[config.mk]
export PLATFORM = sky130hd
export DESIGN_NAME = stream_packer
export DESIGN_NICKNAME = d
export VERILOG_FILES = /design/src/rtl/stream_pkg.sv /design/src/rtl/stream_reg.sv /design/src/rtl/stream_packer.sv
export SDC_FILE = /design/constraint.sdc
export NUM_CORES = 1
export LEC_CHECK = 0
export CAP_MARGIN = 20
export CORE_UTILIZATION = 54
export DETAILED_ROUTE_END_ITERATION = 10
export GPL_ROUTABILITY_DRIVEN = 1
export GPL_TIMING_DRIVEN = 0
export HOLD_SLACK_MARGIN = 0.05
export PLACE_DENSITY_LB_ADDON = 0.08
export SLEW_MARGIN = 0
export SYNTH_ARGS = -nofsm -noshare
export SYNTH_HDL_FRONTEND = slang
export SYNTH_SLANG_ARGS = --single-unit
[constraint.sdc]
create_clock -name clk_i -period 1.8 [get_ports clk_i]
set_input_delay 0.54 -clock clk_i [delete_from_list [all_inputs] [get_ports clk_i]]
set_output_delay 0.54 -clock clk_i [all_outputs]
set_load 0.1 [all_outputs]
[src/rtl/stream_pkg.sv]
// Shared helpers for the stream width converters.
package stream_pkg;

  // Lane counter width; a single-lane packer still carries a 1-bit counter.
  function automatic int lane_cnt_width(input int ratio);
    return (ratio <= 1) ? 1 : $clog2(ratio);
  endfunction

endpackage

[src/rtl/stream_reg.sv]
// One-entry valid/ready register: holds a payload until the consumer takes it,
// and can be drained and refilled in the same cycle.
module stream_reg #(
  parameter int WIDTH = 1
) (
  input  logic             clk_i,
  input  logic             rst_ni,
  input  logic [WIDTH-1:0] in_data_i,
  input  logic             in_valid_i,
  output logic             in_ready_o,
  output logic [WIDTH-1:0] out_data_o,
  output logic             out_valid_o,
  input  logic             out_ready_i
);

  logic [WIDTH-1:0] data_q, data_d;
  logic             valid_q, valid_d;

  assign in_ready_o  = !valid_q || out_ready_i;
  assign out_data_o  = data_q;
  assign out_valid_o = valid_q;

  always_comb begin
    data_d  = data_q;
    valid_d = valid_q;
    if (in_valid_i && in_ready_o) begin
      data_d  = in_data_i;
      valid_d = 1'b1;
    end else if (out_ready_i) begin
      valid_d = 1'b0;
    end
  end

  always_ff @(posedge clk_i) begin
    if (!rst_ni) begin
      data_q  <= '0;
      valid_q <= 1'b0;
    end else begin
      data_q  <= data_d;
      valid_q <= valid_d;
    end
  end

endmodule

[src/rtl/stream_packer.sv]
// Width-up converter: packs PACK_RATIO narrow beats into one registered wide
// word with a lane strobe; in_last_i closes a word early.
module stream_packer
  import stream_pkg::*;
#(
  parameter int DATA_WIDTH = 32,
  parameter int PACK_RATIO = 4
) (
  input  logic                             clk_i,
  input  logic                             rst_ni,
  input  logic [DATA_WIDTH-1:0]            in_data_i,
  input  logic                             in_last_i,
  input  logic                             in_valid_i,
  output logic                             in_ready_o,
  output logic [DATA_WIDTH*PACK_RATIO-1:0] out_data_o,
  output logic [PACK_RATIO-1:0]            out_strb_o,
  output logic                             out_last_o,
  output logic                             out_valid_o,
  input  logic                             out_ready_i
);

  localparam int CW = lane_cnt_width(PACK_RATIO);
  localparam int WW = DATA_WIDTH * PACK_RATIO;
  localparam int PW = WW + PACK_RATIO + 1;

  logic [CW-1:0]         cnt_q, cnt_d;
  logic [WW-1:0]         acc_q, acc_d, word;
  logic [PACK_RATIO-1:0] strb_q, strb_d, strb_word;
  logic                  accept, complete;
  logic [PW-1:0]         out_payload;

  assign accept   = in_valid_i && in_ready_o;
  assign complete = in_last_i || (cnt_q == CW'(PACK_RATIO - 1));

  // Accumulator with the current beat merged into its lane.
  for (genvar gi = 0; gi < PACK_RATIO; gi++) begin : g_lane
    logic hit;
    assign hit = (cnt_q == CW'(gi));
    assign word[gi*DATA_WIDTH +: DATA_WIDTH] =
      hit ? in_data_i : acc_q[gi*DATA_WIDTH +: DATA_WIDTH];
    assign strb_word[gi] = strb_q[gi] | hit;
  end

  always_comb begin
    cnt_d  = cnt_q;
    acc_d  = acc_q;
    strb_d = strb_q;
    if (accept) begin
      if (complete) begin
        cnt_d  = '0;
        acc_d  = '0;
        strb_d = '0;
      end else begin
        cnt_d  = cnt_q + CW'(1);
        acc_d  = word;
        strb_d = strb_word;
      end
    end
  end

  always_ff @(posedge clk_i) begin
    if (!rst_ni) begin
      cnt_q  <= '0;
      acc_q  <= '0;
      strb_q <= '0;
    end else begin
      cnt_q  <= cnt_d;
      acc_q  <= acc_d;
      strb_q <= strb_d;
    end
  end

  // Its ready also gates non-completing beats, so backpressure stalls everything.
  stream_reg #(
    .WIDTH(PW)
  ) u_out_reg (
    .clk_i      (clk_i),
    .rst_ni     (rst_ni),
    .in_data_i  ({in_last_i, strb_word, word}),
    .in_valid_i (in_valid_i && complete),
    .in_ready_o (in_ready_o),
    .out_data_o (out_payload),
    .out_valid_o(out_valid_o),
    .out_ready_i(out_ready_i)
  );

  assign {out_last_o, out_strb_o, out_data_o} = out_payload;

endmodule

* Yosys cells after proc, flatten, opt, wreduce, memory -nomap -nowiden
Cells that the tools add are included.
** Storage, ports and cells
- Register bits :: 268
- Input bits :: 37
- Output and inout bits :: 135
- Word-level logic and storage cells :: 30
** Cells by class
- Add/sub/neg operators :: 1
- Eq/ne operators :: 3
- Multiplexer cells :: 9
- Bitwise gates (word level) :: 4
- Reduce and logical (&&, ||, !) cells :: 8
** Operators by type and width (count)
- $mux 128 :: 1
- $mux 32 :: 4
- $eq 2x2->1 const B :: 2
- $mux 4 :: 1
- $or 1x1->1 :: 4
- $logic_and 1x1->1 :: 3
- $add 2x1->2 const B :: 1
- $eq 2x1->1 const B :: 1
- $logic_not 2->1 :: 1
- $logic_or 1x1->1 :: 2
- $mux 1 :: 2
- $mux 2 :: 1
- $reduce_bool 2->1 :: 1
- $logic_not 1->1 :: 1

* Logic depth before layout (Yosys ltp)
- Depth in word-level cells :: 5
- Depth in mapped cells :: 7
- Depth with buffers taken out :: 5

* Hierarchy
From an unflattened synthesis, not the netlist that was laid out.
** Second synthesis, totals
- Cells, all modules :: 1276
- Area total of the unflattened synthesis :: 12943.7 sq um
** Modules (own cells, without submodules)
- stream_packer :: instances 1, cells each 694, area an instance 7649.8 sq um, seq. area each 2682.6 sq um
- stream_reg :: instances 1, cells each 582, area an instance 5293.8 sq um, seq. area each 2682.6 sq um

* Worst setup path before layout
No wires, ideal clock.
- Path type :: reg2out
- From :: register u_out_reg.valid_q, in the netlist u_out_reg.out_valid_o
- To :: output port in_ready_o
- Arrival :: 1.674 ns
- Data required time :: 1.260 ns
- Slack :: -0.414 ns
- Stages on the path, launching flop included :: 5
- Path buffers :: 2
- Cells stage by stage :: dfxtp_1 -> nor2b_1 -> buf_4 -> inv_2 -> buf_2
** On the way
- Cells in the longest elaborated chain, start to end :: 2
** RTL lines
- start, declared :: line stream_reg.sv:17 : logic valid_q, valid_d;
- start signal, assigned :: line stream_reg.sv:40 : valid_q <= valid_d;
- $logic_not 1->1 :: line stream_reg.sv:19 : assign in_ready_o = !valid_q || out_ready_i;
- $logic_or 1x1->1 :: line stream_reg.sv:19
- end, declared :: line stream_packer.sv:14 : output logic in_ready_o,
No other way between the ends.

* Worst setup path in the final report
Same ends and word-level chain as after synthesis.

==> flow_metrics.env <==
export IMPL_outcome="complete, but fails checks"
export IMPL_violations="setup timing"
export IMPL_p_per_area_mw_per_mm2=1120
export IMPL_gp_congestion=0.907
export IMPL_holdCritPathClass="input pin to flop"
export IMPL_yosys_register_bits=268
export IMPL_cts_tree="built"
export IMPL_drive_gt1_frac=0.228
export IMPL_critPathMaxFanout=2
export IMPL_die_h_um=145
export IMPL_vias=10000
export IMPL_track_usage=0.334
export IMPL_finalCritPeriodShare=1.11
export IMPL_finClkSkew_ns=0.0156
export IMPL_grt_max_degree=16
export IMPL_clkTransAtPathRegs_ns=0.06
export IMPL_setup_viol=2
export IMPL_area_growth_pct=27.5
export IMPL_crit_path_end_kind="output port"
export IMPL_ys_types=29
export IMPL_r2r_start="cnt_q[0]"
export IMPL_placement_io_buffers=169
export IMPL_drt_wl_total_um=34800
export IMPL_synthArstFlopShare=0
export IMPL_netlist_instances=1092
export IMPL_vdd_ir_drop_max_mv=0.751
export IMPL_core_sq_mm=0.0197
export IMPL_clk_latency_ns=0.54
export IMPL_ys_top_cells_by_count="dfxtp_1, nand2_1, mux2i_1"
export IMPL_die_area_sq_mm=0.0209
export IMPL_drc=0
export IMPL_critPathCapture="in_ready_o"
export IMPL_tightestPinTransition_ns=0.731
export IMPL_ys_top_cells_by_area="dfxtp_1, mux2i_1, o211a_1"
export IMPL_ctsHoldBuffers=0
export IMPL_antenna_cells=0
export IMPL_cp_startpoint="u_out_reg.out_valid_o"
export IMPL_drt_iter0_drc=990
export IMPL_clockRootBuffer="clkbuf_16"
export IMPL_grt_pass1_vias=9236
export IMPL_avgViaCountPerCell=6.32
export IMPL_grt_ovfl_total=0
export IMPL_max_clock_freq_ghz=0.500
export IMPL_layout_nets=1344
export IMPL_reg2reg_slack_ns=0.03
export IMPL_synth_fp_nets=1133
export IMPL_pin_count=172
export IMPL_ys_warn_count=0
export IMPL_fin_cells=1589
export IMPL_synth_edf_count=0
export IMPL_synth_top_area_frac=0.489
export IMPL_r2r_end="acc_q[72]"
export IMPL_grt_pass1_wl_um=52800
export IMPL_die_w_um=145
export IMPL_antenna_found_initial=0
export IMPL_finalCriticalPeriod_ns=2.00
export IMPL_yosysTopAreaCell="dfxtp_1"
export IMPL_required_ns=1.26
export IMPL_hpwl_um=24400
export IMPL_numCtsBuffers=27
export IMPL_cts_sinks=268
export IMPL_cp_start_kind="flop"
export IMPL_initial_utilization=0.556
export IMPL_power_total_uw=15700
export IMPL_slew_headroom=0.513
export IMPL_r2r_cells=8
export IMPL_cap_violations=0
export IMPL_rsz0062_at_grt="true"
export IMPL_setup_slack_ns=-0.198
export IMPL_hold_violations=0
export IMPL_drtPass1Iterations=8
export IMPL_synth_flop_cell="dfxtp_1"
export IMPL_rows=51
export IMPL_htreeDepth=1
export IMPL_synth_seq_area_share=0.489
export IMPL_syn_area_per_cell_sq_um=10.0
export IMPL_worstPathArrival_ns=1.46
export IMPL_dp_cells=1526
export IMPL_netlist_area_sq_mm=0.0110
export IMPL_path_class="flop to output port"
export IMPL_holdPathStages=2
export IMPL_synth_most_common_cell="dfxtp_1"
export IMPL_drtAntennaViolNets=0
export IMPL_leakage_uw=0.00690
export IMPL_cts_max_path_buffers=3
export IMPL_finalMaxSlewViolations=0
export IMPL_wl_per_cell_um=21.9
[layout by cell type, fill, tap and decap left out, types with 2 or more instances in the layout]
| cell type | synthesis | layout |
|---|---|---|
| dfxtp_1 | 268 | 266 |
| buf_4 | 5 | 161 |
| nand2_1 | 133 | 133 |
| nand4_1 | 131 | 131 |
| mux2i_1 | 132 | 129 |
| o211a_1 | 128 | 128 |
| o22ai_1 | 96 | 96 |
| buf_2 | 80 | 44 |
| clkbuf_1 | 40 | 36 |
| and3_1 | 33 | 33 |
| clkdlybuf4s50_1 | 0 | 32 |
| clkbuf_16 | 0 | 27 |
| buf_6 | 0 | 14 |
| clkbuf_4 | 0 | 12 |
| clkinv_2 | 0 | 9 |
| buf_1 | 7 | 7 |
| clkbuf_8 | 0 | 7 |
| nor3_2 | 4 | 6 |
| o21ai_0 | 5 | 5 |
| bufinv_16 | 0 | 5 |
| a31oi_1 | 4 | 4 |
| ha_1 | 4 | 4 |
| buf_8 | 0 | 3 |
| nor2_1 | 3 | 3 |
| inv_1 | 2 | 2 |
| nand3_1 | 2 | 2 |
| clkbuf_2 | 0 | 2 |
| mux2i_4 | 0 | 2 |
| a21oi_1 | 2 | 2 |
[per-stage QoR]
step | cell area [sq um] | setup WS (ns) | util | hold slack [ns] | setup TNS [ns]
after floorplan | 11000 | 0.102 | - | 0.432 | 0
after global placement | 13000 | -1.43 | 0.659 | 0.441 | -141.99
after detailed placement | 13000 | -1.44 | 0.659 | 0.447 | -146.03
after CTS | 13800 | -0.217 | 0.700 | 0.455 | -0.264
after global routing | 14000 | -0.234 | 0.709 | 0.466 | -0.832
final | 14000 | -0.198 | 0.709 | 0.454 | -0.237
[layer usage]
layer  track usage  wire [um]  vias up
met5             0          0        -
met4         0.152       1590        0
met3        0.0351       2750       92
met2         0.528      15800      537
met1         0.458      14700     4855
li1              -          -     4565
[worst max-delay path, stage by stage, from the launching register on]
cell     delay (ns)
dfxtp_4        0.34
nor2b_4        0.15
buf_6          0.13
inv_8          0.03
buf_8          0.11
buf_12         0.15
[repair_timing]
action / 4_1_cts / 5_1_grt
pin swaps: 1 / 4
resized for setup: 849 / 51
buffers inserted: 6 / 7
endpoints found under the setup margin: 256 / 197
[kinds of logic (layout without fill, tap and decap cells)]
group | count (synthesis) | after routing | synth area share
AOI/OAI and AO/OA | 239 | 239 | 0.180
adders and majority gates | 4 | 4 | 0.00456
buffers and inverters | 136 | 368 | 0.0574
DFF | 268 | 268 | 0.489
muxes | 132 | 132 | 0.120
and+or+nand+nor | 313 | 313 | 0.149
[sequential cells by signal, summed over array words and instances (netlist names)]
register,flops
strb_q,4
u_out_reg.out_valid_o,1
cnt_q,2
acc_q,128
u_out_reg.out_data_o,133
[worst min-delay path by stage]
stage	endpoint	slack, ns	from
2_1_floorplan	strb_q[0]	0.43	strb_q[0]
6_report	u_out_reg.out_data_o[132]	0.45	in_last_i
5_1_grt	u_out_reg.out_data_o[132]	0.47	in_last_i
4_1_cts	acc_q[62]	0.46	acc_q[62]
3_5_place_dp	acc_q[62]	0.45	acc_q[62]
3_3_place_gp	acc_q[59]	0.44	acc_q[59]
[layout make-up]
type	instances	area (sq um)
clock buffer	34	772
inverter	4	22.5
tap	265	332
fill	1541	5730
sequential	268	5370
timing repair buffer	182	1470
clock inverter	16	211
buffer	132	788
multi-input combinational	688	5020
[power breakdown]
| group | switching [uW] | internal [uW] | total (uW) |
|---|---|---|---|
| logic | 2400 | 814 | 3210 |
| clock network | 2390 | 3740 | 6130 |
| registers | 145 | 6180 | 6320 |
No activity file was read; power rests on OpenSTA's default activity.
